### config.mk
export PLATFORM = sky130hd
export DESIGN_NAME = demux_rr_scheduler_flat
export DESIGN_NICKNAME = d
export VERILOG_FILES = /design/src/rtl/demux_rr_if.sv /design/src/rtl/demux_rr_scheduler.sv /design/src/flat_wrapper.sv
export SDC_FILE = /design/constraint.sdc
export NUM_CORES = 1
export LEC_CHECK = 0
export CAP_MARGIN = 25
export CORE_MARGIN = 4
export CORE_UTILIZATION = 45
export CTS_CLUSTER_SIZE = 14
export DETAILED_ROUTE_END_ITERATION = 8
export PLACE_DENSITY = 0.73
export SETUP_SLACK_MARGIN = 0.2
export SLEW_MARGIN = 20
export SYNTH_ARGS = -nofsm -noshare
export SYNTH_HDL_FRONTEND = slang
export SYNTH_SLANG_ARGS = --single-unit
### constraint.sdc
create_clock -name clk -period 4.3 [get_ports clk]
set_clock_uncertainty 0.15 [all_clocks]
set_input_delay 0.43 -clock clk [delete_from_list [all_inputs] [get_ports clk]]
set_output_delay 0.43 -clock clk [all_outputs]
set_load 0.02 [all_outputs]
### src/rtl/demux_rr_if.sv
// Bundle between the eight requesters/source and the 1:8 demux round-robin scheduler.
interface demux_rr_if;
  logic [7:0] dst_req;
  logic       in_valid;
  logic       in_data;
  logic       in_ready;
  logic       demux_i;
  logic [2:0] sel;
  logic [7:0] grant;
  logic       burst_done;
  logic       burst_abort;

  modport master (
    output dst_req, in_valid, in_data,
    input  in_ready, demux_i, sel, grant, burst_done, burst_abort
  );

  modport slave (
    input  dst_req, in_valid, in_data,
    output in_ready, demux_i, sel, grant, burst_done, burst_abort
  );
endinterface

### src/rtl/demux_rr_scheduler.sv
// Round-robin scheduler sharing one 1-bit stream among eight demux destinations.
// Each grant is a fixed BURST_LEN-beat burst; priority rotates past the last owner.
module demux_rr_scheduler #(
  parameter int unsigned BURST_LEN = 4,
  parameter int unsigned CNT_W     = 8
) (
  input  logic       clk,
  input  logic       reset,
  demux_rr_if.slave  bus
);

  localparam logic [0:0]       ST_IDLE   = 1'b0;
  localparam logic [0:0]       ST_XFER   = 1'b1;
  localparam logic [CNT_W-1:0] LAST_BEAT = CNT_W'(BURST_LEN - 1);

  logic [0:0]       state_q, state_d;
  logic [2:0]       ptr_q, ptr_d;
  logic [2:0]       sel_q, sel_d;
  logic [7:0]       grant_q, grant_d;
  logic [CNT_W-1:0] cnt_q, cnt_d;
  logic             done_q, done_d;
  logic             abort_q, abort_d;

  logic [15:0] req_dbl;
  logic [7:0]  req_rot;
  logic [2:0]  win_off;
  logic        win_found;
  logic [2:0]  win_idx;
  logic        ready;
  logic        beat;
  logic        last_beat;

  // Rotating the request vector by ptr turns the wrap-around search into a plain
  // lowest-set-bit search; win_off is then the distance from ptr.
  assign req_dbl = {bus.dst_req, bus.dst_req};
  assign req_rot = req_dbl[ptr_q +: 8];

  always_comb begin
    win_found = 1'b0;
    win_off   = 3'd0;
    for (int j = 7; j >= 0; j--) begin
      if (req_rot[j]) begin
        win_found = 1'b1;
        win_off   = 3'(j);
      end
    end
  end

  assign win_idx = ptr_q + win_off;

  assign ready     = (state_q == ST_XFER) && bus.dst_req[sel_q];
  assign beat      = ready && bus.in_valid;
  assign last_beat = beat && (cnt_q == LAST_BEAT);

  always_comb begin
    // NOTE: every next-state signal gets a default hold value first, so no path
    // through the case leaves one unassigned and no latch is inferred.
    state_d = state_q;
    ptr_d   = ptr_q;
    sel_d   = sel_q;
    grant_d = grant_q;
    cnt_d   = cnt_q;
    done_d  = 1'b0;
    abort_d = 1'b0;

    case (state_q)
      ST_IDLE: begin
        if (win_found) begin
          state_d = ST_XFER;
          sel_d   = win_idx;
          grant_d = 8'b0000_0001 << win_idx;
          cnt_d   = '0;
        end
      end

      ST_XFER: begin
        if (!ready) begin
          // Owner withdrew its request; in_ready is already low so no beat is lost.
          state_d = ST_IDLE;
          grant_d = 8'h00;
          ptr_d   = sel_q + 3'd1;
          cnt_d   = '0;
          abort_d = 1'b1;
        end else if (last_beat) begin
          state_d = ST_IDLE;
          grant_d = 8'h00;
          ptr_d   = sel_q + 3'd1;
          cnt_d   = '0;
          done_d  = 1'b1;
        end else if (beat) begin
          cnt_d = cnt_q + 1'b1;
        end
      end

      default: begin
        state_d = ST_IDLE;
        grant_d = 8'h00;
        cnt_d   = '0;
      end
    endcase
  end

  // NOTE: state uses non-blocking assignments so every register samples the
  // pre-edge values computed above, independent of statement order.
  always_ff @(posedge clk or negedge reset) begin
    if (!reset) begin
      state_q <= ST_IDLE;
      ptr_q   <= 3'd0;
      sel_q   <= 3'd0;
      grant_q <= 8'h00;
      cnt_q   <= '0;
      done_q  <= 1'b0;
      abort_q <= 1'b0;
    end else begin
      state_q <= state_d;
      ptr_q   <= ptr_d;
      sel_q   <= sel_d;
      grant_q <= grant_d;
      cnt_q   <= cnt_d;
      done_q  <= done_d;
      abort_q <= abort_d;
    end
  end

  assign bus.in_ready    = ready;
  assign bus.demux_i     = bus.in_data & bus.in_valid & ready;
  assign bus.sel         = sel_q;
  assign bus.grant       = grant_q;
  assign bus.burst_done  = done_q;
  assign bus.burst_abort = abort_q;

endmodule

### src/flat_wrapper.sv
// flat-port wrapper written by rule: the top's interface ports become plain ports
module demux_rr_scheduler_flat 
#(
  parameter int unsigned BURST_LEN = 4,
  parameter int unsigned CNT_W     = 8
)
  (clk, reset, bus_dst_req, bus_in_valid, bus_in_data, bus_in_ready, bus_demux_i, bus_sel, bus_grant, bus_burst_done, bus_burst_abort);
  demux_rr_if bus_i ();
  input  logic clk;
  input  logic reset;
  input wire logic [$bits(bus_i.dst_req)-1:0] bus_dst_req;
  input wire logic [$bits(bus_i.in_valid)-1:0] bus_in_valid;
  input wire logic [$bits(bus_i.in_data)-1:0] bus_in_data;
  output wire logic [$bits(bus_i.in_ready)-1:0] bus_in_ready;
  output wire logic [$bits(bus_i.demux_i)-1:0] bus_demux_i;
  output wire logic [$bits(bus_i.sel)-1:0] bus_sel;
  output wire logic [$bits(bus_i.grant)-1:0] bus_grant;
  output wire logic [$bits(bus_i.burst_done)-1:0] bus_burst_done;
  output wire logic [$bits(bus_i.burst_abort)-1:0] bus_burst_abort;
  assign bus_i.dst_req = bus_dst_req;
  assign bus_i.in_valid = bus_in_valid;
  assign bus_i.in_data = bus_in_data;
  assign bus_in_ready = bus_i.in_ready;
  assign bus_demux_i = bus_i.demux_i;
  assign bus_sel = bus_i.sel;
  assign bus_grant = bus_i.grant;
  assign bus_burst_done = bus_i.burst_done;
  assign bus_burst_abort = bus_i.burst_abort;
  demux_rr_scheduler #(.BURST_LEN(BURST_LEN), .CNT_W(CNT_W)) u_core (.clk(clk), .reset(reset), .bus(bus_i));
endmodule
==> out/results.ini <==
[layout]
layout-drive-gt1-share_pct=15.0
multi_input_area_um2=1360
layout_common_cells=26 x clkdlybuf4s50_1, 25 x dfrtp_1, 24 x nor3_1
layout.cells.non_filler=325
fill_cells=409
final_common_cell=clkdlybuf4s50_1
ff_latch_area_um2=626
area_growth_pct=18.4
layout.nets=290
diodes=0

[clock_tree]
clk_latency_ns=0.28
cts_tree=yes
htree_num_levels=1
cts_setup_buffers=0
cts.sinks=25
clk_path_buf_depth=2
clk_pin_slew_ns=0.09
cts-buffers-inserted=3
cts-root-buf=clkbuf_8

[pwr]
switching_share_pct=51.1
internal-power_uw=947
power_density_nw_per_um2=763
power.leakage_nw=0.995
seq_power_share_pct=20.7
p_clk_share_pct=7.6
pwr-share-comb_pct=71.7
power_switching_uw=989
peakVddDrop_uv=493
power_mw=1.94

[die]
pin_count=27
die-area_um2=5930
initial_core_util_pct=47.9
fp.dieH_um=77.0
rows=24
dieWidth_um=77.0
placeableCoreArea_um2=4470

[timing]
setup_viol=0
tightest_slew_ns=0.790
max_slew_margin_pct=47.3
drv_slew=0
rsz0062_at_grt=false
tns_ns=0
setup_slack_ns=0.569
period_needed_ns=3.73
fin_crit_sh_pct=86.8
finalHoldViolCount=0
hold_slack_ns=0.358
max_clock_freq_mhz=268

[detailed_routing]
dr_total_vias=2087
wirelength_mm=5.35
ant_nets=0
wl_per_cell_um=16.5
vias_per_cell=6.42
drc_errors=0
drtIter0Drc=177
first_pass_iters=6

[worst_hold_path]
min_path_type=flip-flop to flip-flop

[worst_setup_path]
cp.arrival_ns=3.77
cp.required_ns=4.34
worstSetupPathType=primary input to flip-flop
regToRegSetupSlack_ns=0.65
cp-start-kind=primary input
end_kind=flip-flop
worstPathMaxFanout=10

[placed_design]
port-buffer-count=26
post-place-ws_ns=0.233
place_inst=321
place_congestion=0.916
dpl.hpwl_mm=3.86

[logic_synthesis]
synth_area_per_cell_um2=8.53
synth_area_um2=2140
post-synth-top-area-cell=dfrtp_1
synth-seq-cells=25
async_flop_share_pct=100
synth_fp_nets=267
synth_edf_count=0
synth_cell_types=49
synth_top_cell_area_share_pct=29.2
synth_flop_cell=dfrtp_1
synth_area_leaders=dfrtp_1 29%, nor3_1 5.6%, mux4_2 5.3%
yosysSeqAreaShare_pct=29.2
synthesis.yosys.warnings=0
netlist_instances=251

[run]
drv_cap=0

[grt]
grt_max_degree=26
grtUsageTotal_pct=18.3
antenna_found_initial=0
grt_overflow_total=0
grt_pass1_wl_mm=9.18
grt_pass1_vias=1915

[run_status]
outcome=completed

==> per-stage QoR <==
step / utilization [%] / instance area, um^2
final: 56.7 / 2540
after global routing: 56.7 / 2540
after CTS: 56.6 / 2530
after detailed placement: 55.5 / 2480
after global placement: 55.4 / 2480
after floorplan: - / 2140
==> what timing repair did <==
item,in CTS,in global routing
endpoints found under the setup margin,0,1
hold buffers,0,0
gates resized for setup,0,1
==> state kept, by name (all words and copies together) (netlist names) <==
| signal | count |
|---|---|
| u_core.bus.grant | 8 |
| u_core.cnt_q | 8 |
| u_core.bus.sel | 3 |
| u_core.ptr_q | 3 |
| u_core.bus.burst_abort | 1 |
| u_core.bus.burst_done | 1 |
| u_core.state_q | 1 |
==> layer usage <==
| layer | up-vias | GRT usage (%) | share of wire, % |
|---|---|---|---|
| met2 | 72 | 28.2 | 46 |
| met5 | - | 0 | 0 |
| met3 | 6 | 3.16 | 5.6 |
| li1 | 1008 | - | - |
| met4 | 0 | 4.09 | 0.88 |
| met1 | 1001 | 26.8 | 48 |
==> power by group through the flow <==
| stage | Combinational, mW | Clock [mW] | Sequential (mW) |
|---|---|---|---|
| 3_5_place_dp | 1.36 | 0 | 0.405 |
| 6_report | 1.39 | 0.148 | 0.400 |
| 2_1_floorplan | 1.02 | 0 | 0.383 |
| 4_1_cts | 1.37 | 0.150 | 0.401 |
| 5_1_grt | 1.53 | 0.159 | 0.417 |
| 3_3_place_gp | 1.33 | 0 | 0.404 |
==> area by class of cell <==
type | instances | area share (%)
Clock inverter | 1 | 0.296
Timing Repair Buffer | 45 | 15.9
Multi-Input combinational cell | 190 | 53.6
Sequential cell | 25 | 24.7
Clock buffer | 3 | 1.63
Inverter | 9 | 1.33
Tap cell | 52 | 2.57
==> cell families (layout without fill, tap and decap cells) <==
group,after synthesis,count (layout),synth area share (%)
compound gates,65,65,20.6
xor+xnor,3,3,1.23
fa+ha+maj,4,4,2.69
buf+inv,36,58,7.94
flops,25,25,29.2
mux,16,16,10.6
simple gates,102,102,27.7
==> final timing paths <==
kind	cells after the start	from	endpoint
max	13	bus_dst_req[6]	u_core.bus.grant[1]$_DFFE_PN0P_
max reg2reg	12	u_core.ptr_q[1]$_DFFE_PN0P_	u_core.bus.grant[1]$_DFFE_PN0P_
max in group asynchronous	2	reset	u_core.cnt_q[6]$_DFFE_PN0P_
min in group asynchronous	2	reset	u_core.ptr_q[0]$_DFFE_PN0P_
min	1	u_core.cnt_q[6]$_DFFE_PN0P_	u_core.cnt_q[6]$_DFFE_PN0P_
min reg2reg	1	u_core.cnt_q[6]$_DFFE_PN0P_	u_core.cnt_q[6]$_DFFE_PN0P_
==> cells in the mapped netlist, types with 2 or more instances <==
master and count:
o21ai_0 21, inv_1 9, nor4_1 15, nand3_1 3
buf_2 9, clkbuf_1 14, a31oi_1 4, dfrtp_1 25
nand2b_1 4, nand2_1 21, nor3_2 2, a21o_1 2
nor3_1 24, o2111ai_1 8, nor2_1 5, a21oi_1 6
nor3b_1 7, and3_1 2, o211ai_1 9, mux2_2 4
a22o_1 2, mux4_2 5, ha_1 3, or4_1 6
and2_1 2, nand4_1 3, a211oi_1 2, mux2i_1 7
a2bb2oi_1 2, xnor2_1 2, buf_6 3, nor3b_2 3
==> critical path, cell delays in order <==
cell,delay [ns]
clkdlybuf4s50_1,0.46
mux4_2,0.49
nor3b_1,0.19
a31oi_1,0.09
a2111oi_0,0.44
a211o_1,0.15
ha_1,0.13
inv_1,0.05
fa_2,0.63
inv_1,0.13
nor4_1,0.28
o2111ai_1,0.16
o211ai_1,0.12
(Power assumes the default switching activity.)
==> RTL change (same flow settings) <==
`CNT_W` is set to 8 in 2 places; all go to 9.
--- a/src/rtl/demux_rr_scheduler.sv
+++ b/src/rtl/demux_rr_scheduler.sv
@@ -2,7 +2,7 @@
 // Each grant is a fixed BURST_LEN-beat burst; priority rotates past the last owner.
 module demux_rr_scheduler #(
   parameter int unsigned BURST_LEN = 4,
-  parameter int unsigned CNT_W     = 8
+  parameter int unsigned CNT_W     = 9
 ) (
   input  logic       clk,
   input  logic       reset,
--- a/src/flat_wrapper.sv
+++ b/src/flat_wrapper.sv
@@ -2,7 +2,7 @@
 module demux_rr_scheduler_flat 
 #(
   parameter int unsigned BURST_LEN = 4,
-  parameter int unsigned CNT_W     = 8
+  parameter int unsigned CNT_W     = 9
 )
   (clk, reset, bus_dst_req, bus_in_valid, bus_in_data, bus_in_ready, bus_demux_i, bus_sel, bus_grant, bus_burst_done, bus_burst_abort);
   demux_rr_if bus_i ();
Formal check against the unedited RTL: no difference found for any inputs over 10 cycles, from zero or initial values and one cycle with reset low; that may be too few to reach the edited logic, so the function may still have changed.
==> RTL change against the original RTL <==
Worst setup slack improved by 0.024 ns; final area fell by 13%; non-clock buffer count decreased by 17; global-route usage shrank 0.95 points; sequential cell count grew 1; power down 20%; first-iteration DRC count fell by 47%; wire length decreased by 21%; final cell count is 16% lower; synthesized area down 13%; sequential power rose by 8.7%; maximum frequency rose by 0.66%; critical endpoint is now u_core.bus.grant[0]; largest power group unchanged.
==> RTL change: results (changes against the original RTL) <==
| Metric | Value |
|---|---|
| CP Launch Point | `u_core.ptr_q[1] (was bus_dst_req[6])` |
| Drt wl/cell | `15.4 um (was 16.5 um)` |
| Mapped Cells | `201 (was 251)` |
| Largest net degree at the start of global routing | `27 (was 26)` |
| Least-Margin Pin Slew | `0.760 ns (was 0.790 ns)` |
| Flop-to-flop setup slack | `0.59 ns (was 0.65 ns)` |
| Nets@finish | `240 (was 290)` |
| R2R cell count | `11 (was 12)` |
| Synthesized Nets | `217 (was 267)` |
| Slowest cell delay on critical path | `0.82 ns (was 0.63 ns)` |
| Hold EP | `u_core.bus.grant[6] (was u_core.cnt_q[6])` |
| Met3 Wirelength | `202 um (was 302 um)` |
| Share of layout cells above drive strength 1 | `10.3% (was 15.0%)` |
| Detailed Place HPWL | `3070 um (was 3860 um)` |
| CP max-delay cell | `dfrtp_1 (was fa_2)` |
| FILL cells | `375 (was 409)` |
| Leak Pwr | `0.952 nW (was 0.995 nW)` |
| XOR/XNOR share of the synthesized area | `1.34% (was 1.23%)` |
| Met3 Use GR | `2.49% (was 3.16%)` |
| DRT iter0 DRCs | `93 (was 177)` |
| Synth unique cells | `55 (was 49)` |
| Routed wl met2 | `1990 um (was 2440 um)` |
| Clock Latency Late Sink | `0.26 ns (was 0.28 ns)` |
| Adder-Cell Fraction of Synth Area | `3.09% (was 2.69%)` |
| Met2 Track Usage GR | `28.2% (about the same)` |
| Status | `finished clean (unchanged)` |
| GP Congestion | `0.847 (was 0.916)` |
| Met1 Use GR | `24.7% (was 26.8%)` |
| Register area share after synthesis | `34.9% (was 29.2%)` |
| Maximum VDD drop | `418 uV (was 493 uV)` |
| Met1 WL | `2010 um (was 2570 um)` |
| First-pass GRT wire length | `7450 um (was 9180 um)` |
| Avg Vias per Cell | `5.84 (was 6.42)` |
## RTL change: layout make-up
cell class | count | area, um2 | area share [%]
clock buffers | 3 | 41.3 | 1.86
clock inverters | 1 | 30.0 | 1.36
inverters | 14 | 52.6 | 2.37
multi-input cells | 151 | 1100 | 49.8
flip-flops and latches | 26 | 651 | 29.4
well taps | 50 | 62.6 | 2.82
repair buffers | 28 | 275 | 12.4
## RTL change: through the flow
stage | std cells | power, mW | setup WS, ns | util, % | hold WS [ns]
2_1_floorplan | 201 | 1.13 | 1.06 | - | -0.0156
3_3_place_gp | 269 | 1.35 | 0.607 | 53.6 | 0.341
4_1_cts | 273 | 1.56 | 0.642 | 55.4 | 0.370
6_report | 273 | 1.56 | 0.594 | 55.4 | 0.363
3_5_place_dp | 269 | 1.35 | 0.535 | 53.6 | 0.342
5_1_grt | 273 | 1.70 | 0.237 | 55.4 | 0.374
## RTL change: report_power, final
part,switching [mW],internal (mW),total [mW]
clock,0.0746,0.124,0.199
combinational,0.524,0.400,0.923
sequential,0.124,0.311,0.435
